File: src/rtl/alu_sched_pkg.sv
// alu_sched_pkg: shared types and constants for the ALU command scheduler
package alu_sched_pkg;
  typedef enum logic [1:0] {S_IDLE, S_ISSUE, S_WAIT, S_RESP} state_e;
  typedef logic [1:0] op_t;
  localparam op_t OP_SUB2B   = 2'b00;
  localparam op_t OP_CMP     = 2'b01;
  localparam op_t OP_ADDCHK  = 2'b10;
  localparam op_t OP_ADDEVEN = 2'b11;
  localparam int ST_ERROR = 0;
  localparam int ST_EVEN  = 1;
  localparam int ST_ONES  = 2;
  localparam int ST_OVF   = 3;
endpackage

File: src/rtl/alu_cmd_scheduler_if.sv
// alu_cmd_scheduler_if: requester, ALU and response signals of the scheduler
interface alu_cmd_scheduler_if import alu_sched_pkg::*; #(parameter int N = 8, parameter int M = 4, parameter int CNT_W = 8);
  logic [1:0] i_req_valid;
  logic [1:0] o_req_ready;
  op_t i_req0_op;
  logic [M:0] i_req0_a;
  logic [M:0] i_req0_b;
  op_t i_req1_op;
  logic [M:0] i_req1_a;
  logic [M:0] i_req1_b;
  op_t o_alu_op;
  logic [M:0] o_alu_arg_a;
  logic [M:0] o_alu_arg_b;
  logic [N:0] i_alu_result;
  logic [3:0] i_alu_status;
  logic o_rsp_valid;
  logic i_rsp_ready;
  logic o_rsp_id;
  logic [N:0] o_rsp_result;
  logic [3:0] o_rsp_status;
  logic o_busy;
  logic [CNT_W-1:0] o_err_count;
  modport slave (
    input  i_req_valid, i_req0_op, i_req0_a, i_req0_b, i_req1_op, i_req1_a, i_req1_b,
    input  i_alu_result, i_alu_status, i_rsp_ready,
    output o_req_ready, o_alu_op, o_alu_arg_a, o_alu_arg_b,
    output o_rsp_valid, o_rsp_id, o_rsp_result, o_rsp_status, o_busy, o_err_count
  );
  modport master (
    output i_req_valid, i_req0_op, i_req0_a, i_req0_b, i_req1_op, i_req1_a, i_req1_b,
    output i_alu_result, i_alu_status, i_rsp_ready,
    input  o_req_ready, o_alu_op, o_alu_arg_a, o_alu_arg_b,
    input  o_rsp_valid, o_rsp_id, o_rsp_result, o_rsp_status, o_busy, o_err_count
  );
endinterface

File: src/rtl/rr_arbiter2.sv
// rr_arbiter2: two-way round-robin grant; pointer picks the winner on contention
module rr_arbiter2 (
  input  logic [1:0] req_i,
  input  logic       ptr_i,
  output logic [1:0] grant_o
);
  always_comb grant_o = (&req_i) ? {ptr_i, ~ptr_i} : req_i;
endmodule

File: src/rtl/alu_cmd_scheduler.sv
// alu_cmd_scheduler: shares one ALU between two requesters, one command in flight
module alu_cmd_scheduler import alu_sched_pkg::*; #(
  parameter int N       = 8,
  parameter int M       = 4,
  parameter int ALU_LAT = 1,
  parameter int CNT_W   = 8
) (
  input  logic i_clk,
  input  logic i_reset,
  alu_cmd_scheduler_if.slave bus
);
  localparam int CW = $clog2(ALU_LAT + 1);
  state_e state_q, state_d;
  logic ptr_q, ptr_d, id_q, id_d;
  logic [CW-1:0] cnt_q, cnt_d;
  op_t op_q, op_d;
  logic [M:0] a_q, a_d, b_q, b_d;
  logic [N:0] res_q, res_d;
  logic [3:0] st_q, st_d;
  logic [CNT_W-1:0] err_q, err_d;
  logic [1:0] grant;
  rr_arbiter2 u_arb (.req_i(bus.i_req_valid), .ptr_i(ptr_q), .grant_o(grant));
  always_comb begin
    state_d = state_q;
    ptr_d   = ptr_q;
    id_d    = id_q;
    cnt_d   = cnt_q;
    op_d    = op_q;
    a_d     = a_q;
    b_d     = b_q;
    res_d   = res_q;
    st_d    = st_q;
    err_d   = err_q;
    case (state_q)
      S_IDLE: if (|grant) begin
        state_d = S_ISSUE;
        id_d    = grant[1];
        ptr_d   = ~grant[1];
        op_d    = grant[1] ? bus.i_req1_op : bus.i_req0_op;
        a_d     = grant[1] ? bus.i_req1_a : bus.i_req0_a;
        b_d     = grant[1] ? bus.i_req1_b : bus.i_req0_b;
      end
      S_ISSUE: begin
        cnt_d   = CW'(ALU_LAT - 1);
        state_d = S_WAIT;
      end
      S_WAIT: if (cnt_q == '0) begin
        res_d   = bus.i_alu_result;
        st_d    = bus.i_alu_status;
        err_d   = (bus.i_alu_status[ST_ERROR] && !(&err_q)) ? err_q + CNT_W'(1) : err_q;
        state_d = S_RESP;
      end else begin
        cnt_d = cnt_q - CW'(1);
      end
      S_RESP: state_d = bus.i_rsp_ready ? S_IDLE : S_RESP;
      default: state_d = S_IDLE;
    endcase
  end
  always_ff @(posedge i_clk) begin
    if (i_reset) begin
      state_q <= S_IDLE;
      ptr_q   <= 1'b0;
      id_q    <= 1'b0;
      cnt_q   <= '0;
      op_q    <= '0;
      a_q     <= '0;
      b_q     <= '0;
      res_q   <= '0;
      st_q    <= '0;
      err_q   <= '0;
    end else begin
      state_q <= state_d;
      ptr_q   <= ptr_d;
      id_q    <= id_d;
      cnt_q   <= cnt_d;
      op_q    <= op_d;
      a_q     <= a_d;
      b_q     <= b_d;
      res_q   <= res_d;
      st_q    <= st_d;
      err_q   <= err_d;
    end
  end
  // Grant is suppressed while reset is asserted so nothing looks accepted.
  assign bus.o_req_ready  = (state_q == S_IDLE && !i_reset) ? grant : 2'b00;
  assign bus.o_alu_op     = op_q;
  assign bus.o_alu_arg_a  = a_q;
  assign bus.o_alu_arg_b  = b_q;
  assign bus.o_rsp_valid  = state_q == S_RESP;
  assign bus.o_rsp_id     = id_q;
  assign bus.o_rsp_result = res_q;
  assign bus.o_rsp_status = st_q;
  assign bus.o_busy       = state_q != S_IDLE;
  assign bus.o_err_count  = err_q;
endmodule

File: src/flat_wrapper.sv
// flat-port wrapper written by rule: the top's interface ports become plain ports
module alu_cmd_scheduler_flat import alu_sched_pkg::*;
#(
  parameter int N       = 8,
  parameter int M       = 4,
  parameter int ALU_LAT = 1,
  parameter int CNT_W   = 8
)
  (i_clk, i_reset, bus_i_req_valid, bus_i_req0_op, bus_i_req0_a, bus_i_req0_b, bus_i_req1_op, bus_i_req1_a, bus_i_req1_b, bus_i_alu_result, bus_i_alu_status, bus_i_rsp_ready, bus_o_req_ready, bus_o_alu_op, bus_o_alu_arg_a, bus_o_alu_arg_b, bus_o_rsp_valid, bus_o_rsp_id, bus_o_rsp_result, bus_o_rsp_status, bus_o_busy, bus_o_err_count);
  alu_cmd_scheduler_if #(.N(N), .M(M), .CNT_W(CNT_W)) bus_i ();
  input  logic i_clk;
  input  logic i_reset;
  input wire logic [$bits(bus_i.i_req_valid)-1:0] bus_i_req_valid;
  input wire logic [$bits(bus_i.i_req0_op)-1:0] bus_i_req0_op;
  input wire logic [$bits(bus_i.i_req0_a)-1:0] bus_i_req0_a;
  input wire logic [$bits(bus_i.i_req0_b)-1:0] bus_i_req0_b;
  input wire logic [$bits(bus_i.i_req1_op)-1:0] bus_i_req1_op;
  input wire logic [$bits(bus_i.i_req1_a)-1:0] bus_i_req1_a;
  input wire logic [$bits(bus_i.i_req1_b)-1:0] bus_i_req1_b;
  input wire logic [$bits(bus_i.i_alu_result)-1:0] bus_i_alu_result;
  input wire logic [$bits(bus_i.i_alu_status)-1:0] bus_i_alu_status;
  input wire logic [$bits(bus_i.i_rsp_ready)-1:0] bus_i_rsp_ready;
  output wire logic [$bits(bus_i.o_req_ready)-1:0] bus_o_req_ready;
  output wire logic [$bits(bus_i.o_alu_op)-1:0] bus_o_alu_op;
  output wire logic [$bits(bus_i.o_alu_arg_a)-1:0] bus_o_alu_arg_a;
  output wire logic [$bits(bus_i.o_alu_arg_b)-1:0] bus_o_alu_arg_b;
  output wire logic [$bits(bus_i.o_rsp_valid)-1:0] bus_o_rsp_valid;
  output wire logic [$bits(bus_i.o_rsp_id)-1:0] bus_o_rsp_id;
  output wire logic [$bits(bus_i.o_rsp_result)-1:0] bus_o_rsp_result;
  output wire logic [$bits(bus_i.o_rsp_status)-1:0] bus_o_rsp_status;
  output wire logic [$bits(bus_i.o_busy)-1:0] bus_o_busy;
  output wire logic [$bits(bus_i.o_err_count)-1:0] bus_o_err_count;
  assign bus_i.i_req_valid = bus_i_req_valid;
  assign bus_i.i_req0_op = bus_i_req0_op;
  assign bus_i.i_req0_a = bus_i_req0_a;
  assign bus_i.i_req0_b = bus_i_req0_b;
  assign bus_i.i_req1_op = bus_i_req1_op;
  assign bus_i.i_req1_a = bus_i_req1_a;
  assign bus_i.i_req1_b = bus_i_req1_b;
  assign bus_i.i_alu_result = bus_i_alu_result;
  assign bus_i.i_alu_status = bus_i_alu_status;
  assign bus_i.i_rsp_ready = bus_i_rsp_ready;
  assign bus_o_req_ready = bus_i.o_req_ready;
  assign bus_o_alu_op = bus_i.o_alu_op;
  assign bus_o_alu_arg_a = bus_i.o_alu_arg_a;
  assign bus_o_alu_arg_b = bus_i.o_alu_arg_b;
  assign bus_o_rsp_valid = bus_i.o_rsp_valid;
  assign bus_o_rsp_id = bus_i.o_rsp_id;
  assign bus_o_rsp_result = bus_i.o_rsp_result;
  assign bus_o_rsp_status = bus_i.o_rsp_status;
  assign bus_o_busy = bus_i.o_busy;
  assign bus_o_err_count = bus_i.o_err_count;
  alu_cmd_scheduler #(.N(N), .M(M), .ALU_LAT(ALU_LAT), .CNT_W(CNT_W)) u_core (.i_clk(i_clk), .i_reset(i_reset), .bus(bus_i));
endmodule
File: config.mk
export PLATFORM = sky130hd
export DESIGN_NAME = alu_cmd_scheduler_flat
export DESIGN_NICKNAME = d
export VERILOG_FILES = /design/src/rtl/alu_sched_pkg.sv /design/src/rtl/alu_cmd_scheduler_if.sv /design/src/rtl/rr_arbiter2.sv /design/src/rtl/alu_cmd_scheduler.sv /design/src/flat_wrapper.sv
export SDC_FILE = /design/constraint.sdc
export NUM_CORES = 1
export LEC_CHECK = 0
export ABC_AREA = 1
export BUFFER_PORTS_ARGS = -buffer_cell sky130_fd_sc_hd__buf_4
export CAP_MARGIN = 40
export CORE_ASPECT_RATIO = 1.5
export CORE_MARGIN = 5
export CORE_UTILIZATION = 46
export DETAILED_ROUTE_END_ITERATION = 6
export GPL_ROUTABILITY_DRIVEN = 0
export PLACE_DENSITY = 0.86
export SKIP_CTS_REPAIR_TIMING = 1
export SLEW_MARGIN = 0
export SYNTH_ARGS = -nofsm -noshare
export SYNTH_HDL_FRONTEND = slang
export SYNTH_HIERARCHICAL = 1
export SYNTH_SLANG_ARGS = --single-unit
File: constraint.sdc
create_clock -name i_clk -period 1.6 [get_ports i_clk]
set_input_delay 0 -clock i_clk [delete_from_list [all_inputs] [get_ports i_clk]]
set_output_delay 0 -clock i_clk [all_outputs]
set_load 0.02 [all_outputs]
==> results of run 1 <==
layout make-up:
type,count,area (um^2)
Fill cell,306,1140
Multi-Input combinational cell,180,820
Sequential cell,37,741
Timing Repair Buffer,88,678
Clock buffer,7,86.3
Inverter,18,67.6
Tap cell,43,53.8
Clock inverter,1,30.0
metal layers:
layer	vias up	share of wire	global-route usage	wire, um
met3	10	0.071	0.0615	323
met1	809	0.36	0.181	1640
li1	933	-	-	-
met2	58	0.54	0.335	2480
met5	-	0	0	0
met4	0	0.028	0.0948	128
placed cells by master, fill, tap and decap left out:
cell,synthesis,layout
sky130_fd_sc_hd__buf_4,0,81
sky130_fd_sc_hd__nand2_1,60,60
sky130_fd_sc_hd__nor2_1,59,59
sky130_fd_sc_hd__dfxtp_1,37,37
sky130_fd_sc_hd__o21ai_0,24,24
sky130_fd_sc_hd__inv_1,15,15
sky130_fd_sc_hd__nand3_1,8,8
sky130_fd_sc_hd__dlygate4sd3_1,0,7
sky130_fd_sc_hd__a21oi_1,7,7
sky130_fd_sc_hd__clkbuf_8,0,6
sky130_fd_sc_hd__nor2_2,4,4
sky130_fd_sc_hd__inv_2,3,3
sky130_fd_sc_hd__nand4_1,3,3
sky130_fd_sc_hd__nand2_2,2,2
sky130_fd_sc_hd__nand2_4,2,2
sky130_fd_sc_hd__a21oi_2,2,2
sky130_fd_sc_hd__bufinv_16,0,1
sky130_fd_sc_hd__clkbuf_1,2,1
sky130_fd_sc_hd__nor3_1,1,1
sky130_fd_sc_hd__nor2_4,1,1
sky130_fd_sc_hd__o21bai_1,1,1
sky130_fd_sc_hd__xor2_1,1,1
sky130_fd_sc_hd__a211oi_1,1,1
sky130_fd_sc_hd__a21oi_4,1,1
sky130_fd_sc_hd__o21ai_1,1,1
sky130_fd_sc_hd__nand3b_1,1,1
sky130_fd_sc_hd__ha_1,1,1
where the power goes:
part	total (W)	switching, W	internal, W	leakage [nW]
Sequential	0.00110	0.0000607	0.00104	0.304
Clock	0.000822	0.000314	0.000508	0.0585
Combinational	0.000771	0.000446	0.000325	0.878
critical path: stages (launching register included):
cell and delay, ns:
sky130_fd_sc_hd__dfxtp_1 0.36, sky130_fd_sc_hd__nand3_1 0.08, sky130_fd_sc_hd__nand2_1 0.10, sky130_fd_sc_hd__inv_2 0.13, sky130_fd_sc_hd__nor2_1 0.16, sky130_fd_sc_hd__inv_1 0.07, sky130_fd_sc_hd__nor2_1 0.11, sky130_fd_sc_hd__buf_4 0.15
per-stage QoR:
stage | hold slack, ns | instance area, um^2
2_1_floorplan | 0.0785 | 1690
6_report | -0.0263 | 2480
4_1_cts | -0.102 | 2410
3_5_place_dp | 0.200 | 2290
5_1_grt | 0.00954 | 2480
3_3_place_gp | 0.200 | 2290
kinds of logic (layout without fill, tap and decap cells):
| family | Yosys count | after routing | synth area share |
|---|---|---|---|
| simple gates | 141 | 141 | 0.348 |
| compound gates | 37 | 37 | 0.123 |
| flops | 37 | 37 | 0.438 |
| buf+inv | 28 | 114 | 0.0783 |
| fa+ha+maj | 1 | 1 | 0.00739 |
| xor+xnor | 1 | 1 | 0.00517 |
worst paths after layout:
path / from / end / slack, ns / depth (start not counted)
worst max-delay path: u_core/ptr_q$_SDFFE_PP0P_ / bus_o_req_ready[1] / 0.15 / 7
worst min-delay path: bus_i_alu_result[6] / u_core/bus.o_rsp_result[6]$_SDFFE_PP0P_ / -0.03 / 3
worst max register to register: u_core/bus.o_err_count[0]$_SDFFE_PP0P_ / u_core/bus.o_err_count[7]$_SDFFE_PP0P_ / 0.19 / 8
worst min register to register: u_core/bus.o_rsp_id$_SDFFE_PP0P_ / u_core/bus.o_rsp_id$_SDFFE_PP0P_ / 0.47 / 2
flip-flops by register name (all words and copies together) (netlist names):
register,flops
u_core/bus.o_alu_op,2
u_core/bus.o_rsp_id,1
u_core/bus.o_err_count,8
u_core/state_q,2
u_core/bus.o_rsp_result,9
u_core/bus.o_alu_arg_b,5
u_core/ptr_q,1
u_core/bus.o_rsp_status,4
u_core/bus.o_alu_arg_a,5
==> metrics, run 1 <==
Slew Limit Headroom=0.511; CTS max path bufs=2; Arr. time, crit path=1.45 ns; MaxCap Viol Count=0; global-route wire length before repair=7.30 mm; maximum fanout along the worst path=14; status=finished with violations; cell types with the highest counts after synthesis=60 x sky130_fd_sc_hd__nand2_1, 59 x sky130_fd_sc_hd__nor2_1, 37 x sky130_fd_sc_hd__dfxtp_1, 24 x sky130_fd_sc_hd__o21ai_0, 15 x sky130_fd_sc_hd__inv_1; pin count of the biggest net entering global routing=29; instance count after placement with tap cells included=359; number of flops mapped to enable cells by yosys=0; Initial DRT Pass Iterations=4; violations in the final reports=negative hold slack; Post-route DRC=0; Iteration-0 DRC Markers=49; floorplan die area=5020 um^2; average wire length per cell after detail routing=12.2 um; Avg Cell Area, Syn=6.91 um^2; Setup TNS Final=0 ns; kind of critical path=flop to output pin; most frequently used cell type in the post-synthesis netlist=sky130_fd_sc_hd__nand2_1; worst min-delay path class=input port to flop; starting utilization of the core area=0.468; cell area power density=1090 nW/um^2; Post-Route Utilization=0.685; DP Worst Slack=0.245 ns; site row count=27; vias post-DR=1,810; Distinct cells, synth=27; launching element type of the critical path=flop; # nets final=373; number of antenna violations at the first check in global routing=0; number of global-route vias before repair=1,789; Pwr Total=0.00269 W; cells taking the most area after synthesis=sky130_fd_sc_hd__dfxtp_1 44%, sky130_fd_sc_hd__nand2_1 13%, sky130_fd_sc_hd__nor2_1 13%, sky130_fd_sc_hd__o21ai_0 7.1%, sky130_fd_sc_hd__inv_1 3.3%; fraction of layout cells with a size suffix above 1=0.311; post-synthesis instance total=245; Post-Synthesis Net Count=288; period utilisation layout=0.903; Peak Freq=0.692 GHz; number of cells in the finished layout apart from fillers=374; async set-or-reset flop fraction in the synthesized netlist=0; type of destination of the critical path=output pin; area overhead of the layout relative to synthesis=46.3%; Tot GR Track Use=0.186; data required time at the worst endpoint=1.60 ns; average via count per standard cell=4.84; number of endpoints with negative hold slack in the final report=5; antenna-violating nets left=0; clk_lat worst skew=0.28 ns; number of diodes added for antenna fixing=0; tightest hold margin=-0.0263 ns; setup slack after layout=0.155 ns; residual overflow from global routing=0; number of warning messages in the yosys log=6; flip-flop and latch count after synthesis=37; Top-Level Pins=80; height of the chip=84.3 um; Worst VDD drop=1.01 mV; setup repair after global routing missed its margin=false; primary flip-flop cell chosen by synthesis mapping=sky130_fd_sc_hd__dfxtp_1; Mapped Area=1690 um^2; Root Buffer=sky130_fd_sc_hd__clkbuf_8; final period demand of the worst path=1.45 ns; post-synth top area cell=sky130_fd_sc_hd__dfxtp_1; Detail Placement HPWL=3.28 mm; TritonCTS Buffers=5; IO Port Bufs=79; Setup Viol. Count Final=0; drt total wl=4.57 mm; area share of the leading cell type in the synthesized netlist=0.438; fin. max-slew vios=0; placeable core region=3610 um^2; Die W=59.5 um; Seq/Total Area, Yosys=0.438; clock sink count=37; skew final=0.00334 ns; clock-pin slew on the worst setup and hold paths=0.07 ns; Leakage Power=1.24 nW; clock tree from TritonCTS=yes; H-Tree Depth=2; Worst-Margin Slew=0.732 ns
No activity file was read; power rests on OpenSTA's default activity.
==> inputs of run 2 (changes only) <==
--- a/config.mk
+++ b/config.mk
@@ -13,6 +13,7 @@
 export CORE_UTILIZATION = 46
 export DETAILED_ROUTE_END_ITERATION = 6
 export GPL_ROUTABILITY_DRIVEN = 0
+export HOLD_SLACK_MARGIN = 0.1
 export PLACE_DENSITY = 0.86
 export SKIP_CTS_REPAIR_TIMING = 1
 export SLEW_MARGIN = 0
==> run 2 against run 1 <==
Against the previous run:
- the flow finishes with violations (negative setup slack)
- flip-flop and latch count unchanged
- critical path type is now input port to flop
- maximum frequency decreased by 9.9%
- utilization increased by 8.9 points
- clock-buffer cell count unchanged
- cell count increased by 8.8%
- routed wire length increased by 28%
- combinational power increased by 13%
- first-iteration DRC count increased by 100%
==> metrics, run 2 (same netlist as run 1, synthesis figures left out) <==
average wire length per cell after detail routing=14.3 um (was 12.2 um); placeable core region=3610 um^2 (unchanged); sequence of cells on the critical path=dlygate4sd3_1, buf_4, inv_1, o21ai_0, nor2_1 (was nand3_1, nand2_1, inv_2, nor2_1, inv_1, nor2_1, buf_4); library cell contributing the largest single delay on the critical path=sky130_fd_sc_hd__inv_1 (was sky130_fd_sc_hd__dfxtp_1); Post-route DRC=0 (unchanged); clk_lat worst skew=0.28 ns (about the same); Tot GR Track Use=0.186 (unchanged); maximum fanout along the worst path=28 (was 14); Worst VDD drop=0.963 mV (was 1.01 mV); status=finished with violations (unchanged); kind of critical path=input port to flop (was flop to output pin); residual overflow from global routing=0 (unchanged); violations in the final reports=negative setup slack (was negative hold slack); vias post-DR=2,051 (was 1,810); number of antenna violations at the first check in global routing=0 (unchanged); starting utilization of the core area=0.468 (unchanged); cell area power density=1000 nW/um^2 (was 1090 nW/um^2); Iteration-0 DRC Markers=99 (was 49); worst min-delay path class=input port to flop (unchanged); Pwr Total=0.00280 W (was 0.00269 W); most frequent cells in the layout=81 x sky130_fd_sc_hd__buf_4, 60 x sky130_fd_sc_hd__nand2_1, 59 x sky130_fd_sc_hd__nor2_1 (unchanged); MaxCap Viol Count=0 (unchanged); global-route wire length before repair=7.30 mm (unchanged); CTS max path bufs=2 (unchanged); clock sink count=37 (unchanged); period utilisation layout=1.00 (was 0.903); max reg flops=9 (unchanged); Worst-Margin Slew=0.776 ns (was 0.732 ns); H-Tree Depth=2 (unchanged); pin count of the biggest net entering global routing=29 (unchanged); average via count per standard cell=5.04 (was 4.84); clock tree from TritonCTS=yes (unchanged); site row count=27 (unchanged); Arr. time, crit path=1.81 ns (was 1.45 ns); Root Buffer=sky130_fd_sc_hd__clkbuf_8 (unchanged); Leakage Power=1.38 nW (was 1.24 nW); clock-pin slew on the worst setup and hold paths=0.07 ns (about the same); number of endpoints with negative hold slack in the final report=0 (was 5); Top-Level Pins=80 (unchanged); Die W=59.5 um (unchanged); setup slack after layout=-0.00410 ns (was 0.155 ns); tightest hold margin=0.145 ns (was -0.0263 ns); TritonCTS Buffers=5 (unchanged); floorplan die area=5020 um^2 (unchanged); Slew Limit Headroom=0.482 (was 0.511); type of destination of the critical path=flop (was output pin); IO Port Bufs=79 (unchanged); # nets final=405 (was 373); height of the chip=84.3 um (unchanged); Initial DRT Pass Iterations=4 (unchanged); Detail Placement HPWL=3.28 mm (unchanged); fin. max-slew vios=0 (unchanged); Peak Freq=0.623 GHz (was 0.692 GHz); commonest non-fill, non-tap cell in the layout=sky130_fd_sc_hd__buf_4 (unchanged); launching element type of the critical path=input port (was flop); drt total wl=5.83 mm (was 4.57 mm); data required time at the worst endpoint=1.80 ns (was 1.60 ns); final period demand of the worst path=1.60 ns (was 1.45 ns); antenna-violating nets left=0 (unchanged); skew final=0.00152 ns (was 0.00334 ns); Setup Viol. Count Final=1 (was 0); fill cell total of the finished layout=233 (was 306); largest stage delay on the critical path=0.58 ns (was 0.36 ns); area overhead of the layout relative to synthesis=65.3% (was 46.3%); number of global-route vias before repair=1,789 (unchanged); fraction of layout cells with a size suffix above 1=0.284 (was 0.311)
==> run 2: stage by stage <==
step | worst slack [ns] | instance area, um^2 | std cells | utilization | TNS [ns]
after detailed placement | 0.245 | 2290 | 359 | 0.633 | 0
after CTS | 0.137 | 2410 | 367 | 0.666 | 0
after floorplan | 0.203 | 1690 | 245 | - | 0
after global placement | 0.315 | 2290 | 359 | 0.633 | 0
final | -0.00410 | 2800 | 407 | 0.774 | -0.00410
after global routing | -0.221 | 2800 | 406 | 0.774 | -0.281
==> run 2: where the power goes <==
part           internal, W  switching, W
logic             0.000380      0.000495
clock network     0.000508      0.000320
registers          0.00104     0.0000635
total              0.00192      0.000878
==> run 2: final timing paths <==
| check | from | endpoint | slack, ns | cells past startpoint |
|---|---|---|---|---|
| min | bus_i_alu_status[0] | u_core/bus.o_rsp_status[0]$_SDFFE_PP0P_ | 0.14 | 5 |
| max reg2reg | u_core/ptr_q$_SDFFE_PP0P_ | u_core/bus.o_alu_arg_b[3]$_SDFFE_PP0P_ | 0.12 | 7 |
| max | i_reset | u_core/bus.o_alu_arg_b[3]$_SDFFE_PP0P_ | -0.004 | 5 |
| min reg2reg | u_core/bus.o_rsp_id$_SDFFE_PP0P_ | u_core/bus.o_rsp_id$_SDFFE_PP0P_ | 0.47 | 2 |
==> run 2: metal layers <==
layer  routed length [um]  part of all wire  GRT usage  vias up
met4                  178             0.031     0.0948        0
li1                     -                 -          -      996
met5                    0                 0          0        -
met2                 3260              0.56      0.335      105
met1                 1920              0.33      0.181      932
met3                  480             0.082     0.0615       18
==> run 2: final cells by class <==
class                   instances  area, um^2  area share
repair buffers                120         998       0.357
flip-flops and latches         37         741       0.265
clock inverters                 1        30.0      0.0107
well taps                      43        53.8      0.0192
multi-input cells             180         820       0.293
diodes                          1        2.50    0.000894
inverters                      18        67.6      0.0241
clock buffers                   7        86.3      0.0308
==> run 2: worst max-delay path: cells and delay by family <==
family,cells,cell delay (ns)
simple gates,1,0.21
buf+inv,3,1.31
compound gates,1,0.28
==> inputs of run 3 (changes only) <==
--- a/config.mk
+++ b/config.mk
@@ -15,6 +15,7 @@
 export GPL_ROUTABILITY_DRIVEN = 0
 export HOLD_SLACK_MARGIN = 0.1
 export PLACE_DENSITY = 0.86
+export SETUP_SLACK_MARGIN = 0.4
 export SKIP_CTS_REPAIR_TIMING = 1
 export SLEW_MARGIN = 0
 export SYNTH_ARGS = -nofsm -noshare
==> run 3 against run 2 <==
Against the previous run:
- the run now ends clean
- clock power increased by 5.7%
- first-iteration DRC count increased by 55%
- register-to-register slack improved by 0.06 ns
==> metrics, run 3 (same netlist as run 1, synthesis figures left out) <==
status=complete, no violations (was finished with violations); cell area power density=1000 nW/um^2 (about the same); DP Worst Slack=0.320 ns (was 0.245 ns); Top-Level Pins=80 (unchanged); vias post-DR=2,280 (was 2,051); switching pwr=0.00102 W (was 0.000878 W); number of endpoints with negative hold slack in the final report=0 (unchanged); area overhead of the layout relative to synthesis=75.9% (was 65.3%); Post-route DRC=0 (unchanged); Worst VDD drop=1.02 mV (was 0.963 mV); kind of critical path=flop to flop (was input port to flop); residual overflow from global routing=0 (unchanged); pin count of the biggest net entering global routing=29 (unchanged); worst flop-to-flop path startpoint=u_core/ptr_q$_SDFFE_PP0P_ (unchanged); starting utilization of the core area=0.468 (unchanged); share of total power in the clock network=0.294 (was 0.296); clock-pin slew on the worst setup and hold paths=0.08 ns (was 0.07 ns); fraction of power consumed by combinational cells=0.329 (was 0.312); Leakage Power=1.42 nW (was 1.38 nW); height of the chip=84.3 um (unchanged); Die W=59.5 um (unchanged); setup repair after global routing missed its margin=true; switching part of the total power=0.344 (was 0.313); max reg flops=9 (unchanged); placeable core region=3610 um^2 (unchanged); destination of the worst register-to-register timing path=u_core/bus.o_alu_arg_b[4]$_SDFFE_PP0P_ (was u_core/bus.o_alu_arg_b[3]$_SDFFE_PP0P_); final period demand of the worst path=1.42 ns (was 1.60 ns); period utilisation layout=0.890 (was 1.00); MaxCap Viol Count=0 (unchanged); Setup Viol. Count Final=0 (was 1); number of global-route vias before repair=1,811 (was 1,789); Arr. time, crit path=1.65 ns (was 1.81 ns); Flop pwr share=0.377 (was 0.392); type of destination of the critical path=flop (unchanged); Setup TNS Final=0 ns (was -0.00410 ns); number of diodes added for antenna fixing=0 (was 1); setup slack after layout=0.175 ns (was -0.00410 ns); most frequent cells in the layout=87 x sky130_fd_sc_hd__buf_4, 57 x sky130_fd_sc_hd__nand2_1, 54 x sky130_fd_sc_hd__nor2_1 (was 81 x sky130_fd_sc_hd__buf_4, 60 x sky130_fd_sc_hd__nand2_1, 59 x sky130_fd_sc_hd__nor2_1); clock tree from TritonCTS=yes (unchanged); fin. max-slew vios=0 (unchanged); worst hold endpoint=u_core/bus.o_alu_arg_a[4]$_SDFFE_PP0P_ (was u_core/bus.o_rsp_status[0]$_SDFFE_PP0P_); Iteration-0 DRC Markers=153 (was 99); Slew Limit Headroom=0.808 (was 0.482); clk_lat worst skew=0.30 ns (was 0.28 ns); H-Tree Depth=2 (unchanged); drt total wl=7.56 mm (was 5.83 mm); average via count per standard cell=5.53 (was 5.04); flop-to-flop setup slack=0.18 ns (was 0.12 ns); Initial DRT Pass Iterations=5 (was 4); global-route wire length before repair=7.56 mm (was 7.30 mm); cell count of the worst reg-to-reg path=7 (unchanged); antenna-violating nets left=0 (unchanged); hold path depth=5 (unchanged); CTS max path bufs=2 (unchanged); internal power of the cells=0.00195 W (was 0.00192 W); data required time at the worst endpoint=1.82 ns (was 1.80 ns); # nets final=411 (was 405); average wire length per cell after detail routing=18.3 um (was 14.3 um); launching element type of the critical path=flop (was input port); Tot GR Track Use=0.190 (was 0.186); fill cell total of the finished layout=158 (was 233); TritonCTS Buffers=5 (unchanged); Worst-Margin Slew=0.285 ns (was 0.776 ns); fraction of layout cells with a size suffix above 1=0.393 (was 0.284); floorplan die area=5020 um^2 (unchanged); site row count=27 (unchanged); IO Port Bufs=79 (unchanged); clock sink count=37 (unchanged); number of antenna violations at the first check in global routing=0 (unchanged); Peak Freq=0.702 GHz (was 0.623 GHz); Detail Placement HPWL=3.35 mm (was 3.28 mm); maximum fanout along the worst path=14 (was 28); Root Buffer=sky130_fd_sc_hd__clkbuf_8 (unchanged); worst min-delay path class=input port to flop (unchanged); skew final=0.00607 ns (was 0.00152 ns); startpoint of the lowest-slack hold path=bus_i_req0_a[4] (was bus_i_alu_status[0]); commonest non-fill, non-tap cell in the layout=sky130_fd_sc_hd__buf_4 (unchanged)
[run 3: changes by cell type in the layout (fill, tap and decap cells not counted), sizes merged]
cell	previous run	this run
clkbuf	7	6
diode	1	0
clkinvlp	0	1
nand2	64	65
buf	81	90
nor2	64	65
dlygate4sd3	39	34
[run 3: how the worst max path moves through the flow]
stage	startpoint	end	cells past startpoint	slack, ns
2_1_floorplan	u_core/bus.o_err_count[0]$_SDFFE_PP0P_	u_core/bus.o_err_count[7]$_SDFFE_PP0P_	8	0.41
3_3_place_gp	u_core/state_q[1]$_SDFFE_PP0P_	u_core/bus.o_err_count[6]$_SDFFE_PP0P_	7	0.36
3_5_place_dp	u_core/state_q[1]$_SDFFE_PP0P_	u_core/bus.o_err_count[6]$_SDFFE_PP0P_	7	0.32
4_1_cts	u_core/ptr_q$_SDFFE_PP0P_	bus_o_req_ready[1]	7	0.15
5_1_grt	u_core/ptr_q$_SDFFE_PP0P_	u_core/bus.o_alu_arg_b[4]$_SDFFE_PP0P_	7	0.10
6_report	u_core/ptr_q$_SDFFE_PP0P_	u_core/bus.o_alu_arg_b[4]$_SDFFE_PP0P_	7	0.18
[run 3: layout make-up]
type,count,area (um^2),area share
inverters,18,81.3,0.0273
multi-input cells,182,941,0.316
clock inverters,2,36.3,0.0122
well taps,43,53.8,0.0181
repair buffers,124,1030,0.345
flip-flops and latches,37,756,0.254
clock buffers,6,82.6,0.0277
[run 3: metrics by stage]
stage / util / area (um^2) / std cells / hold slack, ns / total power [W]
CTS: 0.676 / 2440 / 368 / -0.108 / 0.00273
detailed placement: 0.643 / 2320 / 360 / 0.201 / 0.00188
floorplan: - / 1720 / 245 / 0.0785 / 0.00157
global placement: 0.643 / 2320 / 360 / 0.200 / 0.00186
global route: 0.824 / 2980 / 412 / 0.0884 / 0.00309
finish: 0.824 / 2980 / 412 / 0.0810 / 0.00298
[run 3: power by group through the flow]
stage          Clock [W]  Combinational, W  Sequential [W]
6_report        0.000875          0.000979         0.00112
5_1_grt         0.000923           0.00104         0.00113
4_1_cts         0.000868          0.000759         0.00110
3_5_place_dp           0          0.000758         0.00112
3_3_place_gp           0          0.000744         0.00112
2_1_floorplan          0          0.000337         0.00124
[run 3: layer usage]
metal  wire length, um  vias to the layer above  GRT usage
li1                  -                     1015          -
met1              2550                     1052      0.182
met2              3880                      173      0.346
met3               773                       40     0.0723
met4               352                        0     0.0766
met5                 0                        -          0
[run 3: critical path, stage by stage, from the launching register on]
cell and delay [ns]:
sky130_fd_sc_hd__dfxtp_2 0.37, sky130_fd_sc_hd__nand3_2 0.10, sky130_fd_sc_hd__nand2_4 0.11, sky130_fd_sc_hd__inv_8 0.07, sky130_fd_sc_hd__a21oi_4 0.24, sky130_fd_sc_hd__buf_6 0.17, sky130_fd_sc_hd__o21ai_0 0.12, sky130_fd_sc_hd__nor2_1 0.17
